`src/rtl/mem_port_arbiter.sv`:
```
// Two-port round-robin arbiter in front of a single-port synchronous data RAM.
// Supports a bounded ownership lock for read-modify-write and tags read returns to the issuer.
module mem_port_arbiter #(
    parameter int ADDR_W   = 16,
    parameter int DATA_W   = 16,
    parameter int LOCK_MAX = 8
) (
    input  logic              clk,
    input  logic              reset,
    input  logic              req0_valid,
    input  logic              req0_we,
    input  logic              req0_lock,
    input  logic [ADDR_W-1:0] req0_addr,
    input  logic [DATA_W-1:0] req0_wdata,
    output logic              req0_ready,
    output logic              req0_rvalid,
    output logic [DATA_W-1:0] req0_rdata,
    input  logic              req1_valid,
    input  logic              req1_we,
    input  logic              req1_lock,
    input  logic [ADDR_W-1:0] req1_addr,
    input  logic [DATA_W-1:0] req1_wdata,
    output logic              req1_ready,
    output logic              req1_rvalid,
    output logic [DATA_W-1:0] req1_rdata,
    output logic              mem_en,
    output logic              mem_we,
    output logic [ADDR_W-1:0] mem_addr,
    output logic [DATA_W-1:0] mem_wdata,
    input  logic [DATA_W-1:0] mem_rdata
);

    localparam logic [8:0] LOCK_LIMIT = 9'(LOCK_MAX);

    logic       last_grant_q, last_grant_d;
    logic       lock_active_q, lock_active_d;
    logic       lock_owner_q, lock_owner_d;
    logic [7:0] lock_cnt_q, lock_cnt_d;
    logic       rd_pending_q, rd_pending_d;
    logic       rd_tag_q, rd_tag_d;

    logic              winner;
    logic              access;
    logic              win_we;
    logic              win_lock;
    logic [ADDR_W-1:0] win_addr;
    logic [DATA_W-1:0] win_wdata;

    // Winner selection; access is gated by reset so every output is quiet in reset.
    always_comb begin
        winner = 1'b0;
        if (lock_active_q && (lock_owner_q ? req1_valid : req0_valid)) begin
            winner = lock_owner_q;
        end else if (lock_active_q) begin
            winner = ~lock_owner_q;
        end else if (req0_valid && req1_valid) begin
            winner = ~last_grant_q;
        end else if (req1_valid) begin
            winner = 1'b1;
        end
        access    = reset && (winner ? req1_valid : req0_valid);
        win_we    = winner ? req1_we    : req0_we;
        win_lock  = winner ? req1_lock  : req0_lock;
        win_addr  = winner ? req1_addr  : req0_addr;
        win_wdata = winner ? req1_wdata : req0_wdata;
    end

    assign req0_ready = access && !winner;
    assign req1_ready = access && winner;
    assign mem_en     = access;
    assign mem_we     = access && win_we;
    assign mem_addr   = access ? win_addr  : '0;
    assign mem_wdata  = access ? win_wdata : '0;

    assign req0_rvalid = reset && rd_pending_q && !rd_tag_q;
    assign req1_rvalid = reset && rd_pending_q && rd_tag_q;
    assign req0_rdata  = req0_rvalid ? mem_rdata : '0;
    assign req1_rdata  = req1_rvalid ? mem_rdata : '0;

    always_comb begin
        last_grant_d  = last_grant_q;
        lock_active_d = lock_active_q;
        lock_owner_d  = lock_owner_q;
        lock_cnt_d    = lock_cnt_q;
        rd_pending_d  = access && !win_we;
        rd_tag_d      = winner;
        if (access) begin
            last_grant_d = winner;
            if (!lock_active_q) begin
                if (win_lock && (LOCK_MAX > 1)) begin
                    lock_active_d = 1'b1;
                    lock_owner_d  = winner;
                    lock_cnt_d    = 8'd1;
                end
            end else if (winner == lock_owner_q) begin
                // Releasing on the access that would hit the limit bounds the hold time.
                if (!win_lock || (({1'b0, lock_cnt_q} + 9'd1) >= LOCK_LIMIT)) begin
                    lock_active_d = 1'b0;
                    lock_cnt_d    = 8'd0;
                end else begin
                    lock_cnt_d = lock_cnt_q + 8'd1;
                end
            end
        end
    end

    always_ff @(posedge clk) begin
        if (!reset) begin
            last_grant_q  <= 1'b1;
            lock_active_q <= 1'b0;
            lock_owner_q  <= 1'b0;
            lock_cnt_q    <= 8'd0;
            rd_pending_q  <= 1'b0;
            rd_tag_q      <= 1'b0;
        end else begin
            last_grant_q  <= last_grant_d;
            lock_active_q <= lock_active_d;
            lock_owner_q  <= lock_owner_d;
            lock_cnt_q    <= lock_cnt_d;
            rd_pending_q  <= rd_pending_d;
            rd_tag_q      <= rd_tag_d;
        end
    end

endmodule

```
`config.mk`:
```
export PLATFORM = sky130hd
export DESIGN_NAME = mem_port_arbiter
export DESIGN_NICKNAME = d
export VERILOG_FILES = /design/src/rtl/mem_port_arbiter.sv
export SDC_FILE = /design/constraint.sdc
export NUM_CORES = 1
export LEC_CHECK = 0
export CORE_ASPECT_RATIO = 1.1
export CORE_MARGIN = 10
export CORE_UTILIZATION = 28
export CTS_BUF_LIST = sky130_fd_sc_hd__clkbuf_16
export CTS_CLUSTER_DIAMETER = 30
export DETAILED_ROUTE_END_ITERATION = 8
export PLACE_DENSITY = 0.87
export SYNTH_ARGS = -nofsm -noshare
export SYNTH_HDL_FRONTEND = slang
export SYNTH_SLANG_ARGS = --single-unit
```
`constraint.sdc`:
```
create_clock -name clk -period 2.55 [get_ports clk]
set_clock_uncertainty 0.1 [all_clocks]
set_input_delay 0.255 -clock clk [delete_from_list [all_inputs] [get_ports clk]]
set_output_delay 0.255 -clock clk [all_outputs]
set_load 0.02 [all_outputs]
```
# After elaboration in Yosys (flattened, before gate mapping)
# Cells that the tools add are included.
[classes] reduce_logical=18 eq_ne=2 n_addsub=2 magnitude_cmp=1 n_mux=22 n_bitwise=3
[op_table] operator="16-bit two-way mux" count=6
[op_table] operator="8-bit two-way mux" count=4
[op_table] operator="1-bit two-way mux" count=12
[op_table] operator="1-bit logical AND" count=10
[op_table] operator="8-bit by 1-bit adder with 9-bit output, second input constant" count=1
[op_table] operator="9-bit by 4-bit greater-or-equal comparator with 1-bit output, second input constant" count=1
[op_table] operator="8-bit by 1-bit adder with 8-bit output, second input constant" count=1
[op_table] operator="3-bit AND reduction" count=2
[op_table] operator="1-bit zero test" count=4
[op_table] operator="1-bit inverter" count=3
[op_table] operator="2-bit by 1-bit != test with 1-bit output, second input constant" count=1
[op_table] operator="2-bit nonzero test" count=1
[op_table] operator="1-bit == test" count=1
[op_table] operator="1-bit logical OR" count=1
[word_totals] reg_bits=13 in_bits=88 out_inout_bits=70 elab_cells=54

# Logic depth before layout (Yosys ltp)
# Gate-level depths: netlist of run 1.
[logic_depth] ltp_word=10 mapped_depth=7 depth_no_buf=6

# Worst setup path after synthesis of run 1
# No wires, ideal clock.
[synth_timing] kind="register to output" start="register lock_active_q" end="output mem_wdata[10]" arrival_time_ps=1648 path_slack_ps=547 t_required_ps=2195 n_path_buf=2 path_stages_with_launch=6 path_cell_list="dfxtp_1 -> buf_2 -> o211ai_1 -> clkbuf_1 -> nand2_1 -> a21oi_1"
[synth_via] elab_chain_cells=5 elab_cells_between_ends=7 classes_between="5 x mux; 2 x reduce/logical"
[synth_lines] element="start, declared" line="36" text="logic lock_active_q, lock_active_d;"
[synth_lines] element="start signal, assigned" line="117" text="lock_active_q <= lock_active_d;"
[synth_lines] element="1-bit two-way mux / 1-bit logical AND (equally long branches)" line="54, 52"
[synth_lines] element="1-bit two-way mux (*)" line="52" text="if (lock_active_q && (lock_owner_q ? req1_valid : req0_valid)) begin"
[synth_lines] element="1-bit two-way mux" line="61" text="access = reset && (winner ? req1_valid : req0_valid);"
[synth_lines] element="1-bit logical AND" line="61"
[synth_lines] element="16-bit two-way mux (*)" line="73" text="assign mem_wdata = access ? win_wdata : '0;"
[synth_lines] element="end, declared" line="29" text="output logic [DATA_W-1:0] mem_wdata,"
# Mark *: on every way between the ends. The rest lies on a longest branch, timed or not.

# Final worst setup path of run 1
[layout_timing] start="input req1_valid" end="output req1_ready"
[layout_via] elab_chain_cells=7 elab_cells_between_ends=10 classes_between="6 x mux; 4 x reduce/logical"
[layout_lines] element="start, declared" line="18" text="input logic req1_valid,"
[layout_lines] element="1-bit two-way mux / 1-bit logical AND (equally long branches)" line="58, 56"
[layout_lines] element="1-bit two-way mux" line="56" text="end else if (req0_valid && req1_valid) begin"
[layout_lines] element="1-bit two-way mux" line="54" text="end else if (lock_active_q) begin"
[layout_lines] element="1-bit two-way mux" line="52"
[layout_lines] element="1-bit two-way mux" line="61"
[layout_lines] element="1-bit logical AND" line="61"
[layout_lines] element="1-bit logical AND (*)" line="69" text="assign req1_ready = access && winner;"
[layout_lines] element="end, declared" line="23" text="output logic req1_ready,"
# Marks and branches as above.

==> results of run 1 <==
## stage by stage
step	power, W	TNS, ns
5_1_grt	0.00134	0
3_3_place_gp	0.00101	-0.144
4_1_cts	0.00127	0
6_report	0.00126	0
2_1_floorplan	0.000611	0
3_5_place_dp	0.00102	-1.62
## area by class of cell
class | instances | area, um2 | area share [%]
clock buffers | 3 | 75.1 | 2.39
clock inverters | 1 | 3.75 | 0.120
inverters | 6 | 22.5 | 0.718
multi-input cells | 195 | 1050 | 33.6
flip-flops and latches | 13 | 260 | 8.30
well taps | 56 | 70.1 | 2.23
repair buffers | 168 | 1650 | 52.6
## flip-flops by register name (all words and copies together), names as in the netlist
name,count
lock_cnt_q,8
lock_active_q,1
rd_pending_q,1
lock_owner_q,1
rd_tag_q,1
last_grant_q,1
## where the power goes
group,switching (W),internal (W),leakage [nW]
Clock,0.0000839,0.000206,0.0423
Combinational,0.000373,0.000356,1.27
Sequential,0.0000200,0.000220,0.106
## layer usage
metal / up-vias / global-route usage [%] / share of wire (%)
li1: 1085 / - / -
met1: 971 / 15.4 / 37
met2: 135 / 27.1 / 45
met3: 9 / 10.6 / 17
met4: 0 / 5.19 / 1.7
met5: - / 0 / 0
## cells by family (layout without fill, tap and decap cells)
kind of cell	Yosys count	in the layout	share of synthesized area [%]
AO/OA/AOI/OAI	57	57	24.2
adder cells (fa/ha/maj)	2	2	1.80
AND/OR/NAND/NOR	134	134	47.5
buffers and inverters	23	178	6.37
multiplexers	2	2	1.44
flip-flops	13	13	18.7
## path summary, 6_finish.rpt
| kind | endpoint | startpoint | depth (start not counted) | slack (ns) |
|---|---|---|---|---|
| worst max register to register | lock_cnt_q[2] | lock_cnt_q[0] | 7 | 0.52 |
| worst min register to register | lock_cnt_q[6] | lock_cnt_q[6] | 1 | 0.39 |
| worst min-delay path | lock_cnt_q[6] | lock_cnt_q[6] | 1 | 0.39 |
| worst max-delay path | req1_ready | req1_valid | 6 | 0.19 |
## what timing repair did
item                       in CTS  in global routing
gates cloned                    0                  0
resized for setup              33                  2
setup endpoints to repair      33                 15
## layout by cell type (no fill, tap or decap), drive strengths merged, types with 3 or more instances in the layout
| cell type | instances |
|---|---|
| a21oi | 36 |
| and2 | 37 |
| and3 | 7 |
| buf | 11 |
| clkbuf | 3 |
| clkdlybuf4s50 | 124 |
| dfxtp | 13 |
| dlygate4sd2 | 33 |
| inv | 7 |
| nand2 | 69 |
| nor2 | 9 |
| o21ai | 5 |
## worst max-delay path, delay by kind of cell
kind / cells / cell delay [ns]
buffers and inverters: 3 / 1.29
AO/OA/AOI/OAI: 2 / 0.35
AND/OR/NAND/NOR: 1 / 0.09
==> flow_summary.yaml, run 1 <==
layout:
  fin_util_pct: 66.5
  antennaDiodeCount: 0
  finalNonFillerCells: 442
  drive_gt1_share_pct: 5.18
  num-nets-final: 477
  fillers: 420
  finish.instance_area_um2: 3140
  syn2layout_area_growth_pct: 125
placed_design:
  finalWeightedCongestion: 0.782
  io_port_bufs: 157
  dp_hpwl_um: 6060
  dpl-instance-area_um2: 3090
  place_ws_ns: -0.0671
  dpl.cell_count: 438
drt:
  drt-vias-per-instance: 4.98
  drtAntennaViolNets: 0
  routed_wire_length_um: 7100
  drtIter0Drc: 103
  drt_pass1_iterations: 5
  dr_total_vias: 2200
  drc_errors: 0
  wire_length_per_cell_um: 16.1
die:
  floorplan.die.height_um: 94
  fp.dieArea_um2: 8200
  die-width_um: 87.3
  initial_standard_cell_utilization_of_the_core_pct: 29.5
  core_area_um2: 4720
  io_pins: 158
  row_count: 26
sta:
  rsz_0062_raised_after_global_routing: "no"
  max_clock_freq_mhz: 423
  share_of_the_clock_period_used_by_the_worst_path_pct: 92.7
  postLayoutSetupSlackWorst_ns: 0.187
  worst_slew_pin_slew_ns: 0.426
  finalHoldWorstSlack_ns: 0.389
  final-hold-violation-count: 0
  min_period_ns: 2.36
  setup_viol_count_final: 0
  slew_headroom_pct: 71.5
  drv_slew: 0
grt:
  pin_count_of_the_biggest_net_entering_global_routing: 40
  grt_usage_pct: 16.0
  antenna_found_initial: 0
  grt_first_pass_wirelength_um: 10900
  first_global_vias: 2254
  globalRouteOverflowTotal: 0
logic_synthesis:
  ys.warnings.count: 0
  netlist.area_leader.share_pct: 18.7
  post_synth.cell_area_avg_um2: 6.03
  synth_commonest_cells: "sky130_fd_sc_hd__nand2_1, sky130_fd_sc_hd__and2_1, sky130_fd_sc_hd__a21oi_1"
  synth_unique_cells: 37
  post_synth_inst_count: 231
  flip_flop_and_latch_count_after_synthesis: 13
  yosysMostFrequentCell: "sky130_fd_sc_hd__nand2_1"
  post_synth_instance_area_um2: 1390
  dominantRegCellSynth: "sky130_fd_sc_hd__dfxtp_1"
  seq_area_frac_synth_pct: 18.7
  synth_nets: 321
  main_area_contributors_after_synthesis: "sky130_fd_sc_hd__dfxtp_1, sky130_fd_sc_hd__nand2_1, sky130_fd_sc_hd__and2_1"
  synth-edff-count: 0
  synthArstFlopShare_pct: 0
  synth_top_area_cell: "sky130_fd_sc_hd__dfxtp_1"
cts:
  clock_tree.root_cell: "sky130_fd_sc_hd__clkbuf_16"
  htreeDepth: 1
  cts_tree: "yes"
  cts_hold_repair.buffers: 0
  number_of_setup_buffers_added_after_cts: 0
  cts_made_buffers: 3
  clk_pin_slew_worst_paths_ns: 0.04
  max-clock-path-buffers: 2
  worstSkewPairLatency_ns: 0.24
  clkSinkCount: 13
pwr:
  peak_supply_drop_uv: 231
  p_per_area_nw_per_um2: 402
  leakagePower_nw: 1.42
worst_setup_path:
  worstPathArrival_ns: 2.01
  critPathSlowestCell: "sky130_fd_sc_hd__clkdlybuf4s50_1"
  critPathMostFrequentCell: "sky130_fd_sc_hd__clkdlybuf4s50_1"
  start_kind: "primary input"
  critical_path.max_fanout: 35
  timing.critical_path.required_ns: 2.19
  crit_path_cell_trace: "clkdlybuf4s50_1, a21boi_2, o211ai_1, buf_12, nor2_1, clkdlybuf4s50_1"
  crit_path_end_kind: "output port"
  worst-setup-path-type: "in -> out"
  timing.critical_path.slowest_cell_delay_ns: 0.61
worst_hold_path:
  worstHoldPathType: "reg -> reg"
run_status:
  outcome: "finished clean"
job:
  cap_viol_max_count: 0
Power figures use the tool's default switching activity.
==> run 2, diff against run 1 <==
CTS_CLUSTER_DIAMETER = 150   (was 30)
GPL_TIMING_DRIVEN = 0   (was unset)
SLEW_MARGIN = 20   (was unset)
==> flow_summary.yaml, run 2 (synthesized netlist as in run 1, its figures left out) <==
layout:
  layout_common_cells: "sky130_fd_sc_hd__clkdlybuf4s50_1, sky130_fd_sc_hd__nand2_1, sky130_fd_sc_hd__and2_1, sky130_fd_sc_hd__a21oi_1, sky130_fd_sc_hd__clkbuf_2"
  num-nets-final: 484
  finish.instance_area_um2: 3070
  largest_reg_flops: 8
  syn2layout_area_growth_pct: 120
  fillers: 426
  regMostFlops: "lock_cnt_q"
  leading_cell_type_in_the_layout_fill_and_taps_excluded: "sky130_fd_sc_hd__clkdlybuf4s50_1"
  drive_gt1_share_pct: 11.5
  antennaDiodeCount: 0
drt:
  drt_pass1_iterations: 4
  wire_length_per_cell_um: 16.5
  dr_total_vias: 2230
  drc_errors: 0
  drt-vias-per-instance: 4.97
  drtIter0Drc: 151
  routed_wire_length_um: 7390
  drtAntennaViolNets: 0
worst_setup_path:
  critPathMostFrequentCell: "sky130_fd_sc_hd__clkdlybuf4s50_1"
  critPathSlowestCell: "sky130_fd_sc_hd__clkdlybuf4s50_1"
  crit_path_end_kind: "output port"
  worst-setup-path-type: "in -> out"
  start_kind: "primary input"
  crit_path_cell_trace: "clkdlybuf4s50_1, o21ai_1, clkbuf_4, clkbuf_2, nor2_1, clkdlybuf4s50_1"
  timing.critical_path.slowest_cell_delay_ns: 0.55
  critical_path.max_fanout: 10
  crit_path_start: "req1_valid"
  timing.critical_path.required_ns: 2.19
  critical-path-top-delay-family: "buffers and inverters"
  worstReg2RegStart: "lock_cnt_q[0]"
  worstPathArrival_ns: 2.20
  worstPathBufferInverterCount: 4
worst_hold_path:
  worstHoldPathType: "in -> reg"
  min_from: "reset"
pwr:
  p_sw_w: 0.000498
  internal_power_w: 0.000767
  power_frac_clock_pct: 23.3
  p_sw_share_pct: 39.4
  leakagePower_nw: 1.37
  peak_supply_drop_uv: 252
  seqPwrFrac_pct: 18.5
  p_per_area_nw_per_um2: 412
  combPwrFrac_pct: 58.2
grt:
  globalRouteOverflowTotal: 0
  first_global_vias: 2320
  pin_count_of_the_biggest_net_entering_global_routing: 11
  grt_first_pass_wirelength_um: 11300
  grt_usage_pct: 16.8
  antenna_found_initial: 0
sta:
  setup_viol_count_final: 1
  min_period_ns: 2.55
  max_clock_freq_mhz: 392
  share_of_the_clock_period_used_by_the_worst_path_pct: 100
  rsz_0062_raised_after_global_routing: "yes"
  postLayoutSetupSlackWorst_ns: -0.00238
  final-hold-violation-count: 0
  slew_headroom_pct: 58.2
  drv_slew: 0
  fin_setup_tns_ns: -0.00238
  finalHoldWorstSlack_ns: 0.281
  worst_slew_pin_slew_ns: 0.627
cts:
  clkSinkCount: 13
  htreeDepth: 1
  cts_made_buffers: 3
  worstSkewPairLatency_ns: 0.24
  clk_pin_slew_worst_paths_ns: 0.05
  max-clock-path-buffers: 2
  clock_tree.root_cell: "sky130_fd_sc_hd__clkbuf_16"
  cts_tree: "yes"
die:
  floorplan.die.height_um: 94
  fp.dieArea_um2: 8200
  initial_standard_cell_utilization_of_the_core_pct: 29.5
  die-width_um: 87.3
  core_area_um2: 4720
  row_count: 26
  io_pins: 158
placed_design:
  io_port_bufs: 156
  dpl-instance-area_um2: 3030
  finalWeightedCongestion: 0.760
  dp_hpwl_um: 6230
run_status:
  outcome: "finished with violations"
  violations: "setup timing"
job:
  cap_viol_max_count: 0
## run 2: changes by cell type in the layout (fill, tap and decap cells not counted), sizes merged
cell	delta
clkbuf	+32
dlymetal6s2s	+1
clkdlybuf4s15	+8
buf	-6
dlygate4sd2	-25
clkdlybuf4s50	-3
## run 2: cell type report
cell class / count / area (um2) / area share, %
plain buffers: 16 / 85.1 / 2.77
multi-input cells: 195 / 1070 / 34.7
repair buffers: 159 / 1490 / 48.5
clock buffers: 3 / 75.1 / 2.44
well taps: 56 / 70.1 / 2.28
clock inverters: 1 / 3.75 / 0.122
flip-flops and latches: 13 / 260 / 8.48
inverters: 6 / 22.5 / 0.733
## run 2: metrics by stage
| stage | power [W] | worst slack (ns) | util, % | instances |
|---|---|---|---|---|
| after floorplan | 0.000611 | 0.547 | - | 231 |
| after global placement | 0.000970 | -0.760 | 64.1 | 443 |
| after detailed placement | 0.000982 | -0.758 | 64.1 | 443 |
| after CTS | 0.00127 | 0.0112 | 66.2 | 449 |
| after global routing | 0.00134 | -0.0508 | 65.1 | 449 |
| final | 0.00126 | -0.00238 | 65.1 | 449 |
## run 2: routing by layer
metal	GRT usage [%]	share of wire [%]	vias to the layer above
li1	-	-	1101
met5	0	0	-
met4	4.39	0.74	0
met2	29.7	47	140
met1	15.7	36	985
met3	10.6	16	4
## run 2: path summary, 6_finish.rpt
check / end / slack, ns / cells after the start
max: req0_ready / -0.002 / 6
min: last_grant_q / 0.28 / 2
max reg2reg: lock_cnt_q[2] / 0.35 / 6
min reg2reg: lock_cnt_q[6] / 0.39 / 1
## run 2: power by group through the flow
stage	Clock [W]	Combinational, W	Sequential (W)
final	0.000295	0.000736	0.000234
after global routing	0.000302	0.000805	0.000237
after CTS	0.000294	0.000745	0.000232
after detailed placement	0	0.000747	0.000235
after global placement	0	0.000735	0.000234
after floorplan	0	0.000379	0.000232
## run 2: repair_timing
| item | in CTS | in global routing |
|---|---|---|
| gates resized for setup | 59 | 45 |
| endpoints found under the setup margin | 36 | 49 |
| buffers inserted | 3 | 0 |
| pin swaps | 1 | 0 |
| hold buffers | 0 | 0 |
==> run 3, diff against run 2 <==
ABC_CLOCK_PERIOD_IN_PS = 2550   (was unset)
==> results of run 3 <==
Final layout, timing and power as in run 2 (identical DEF).
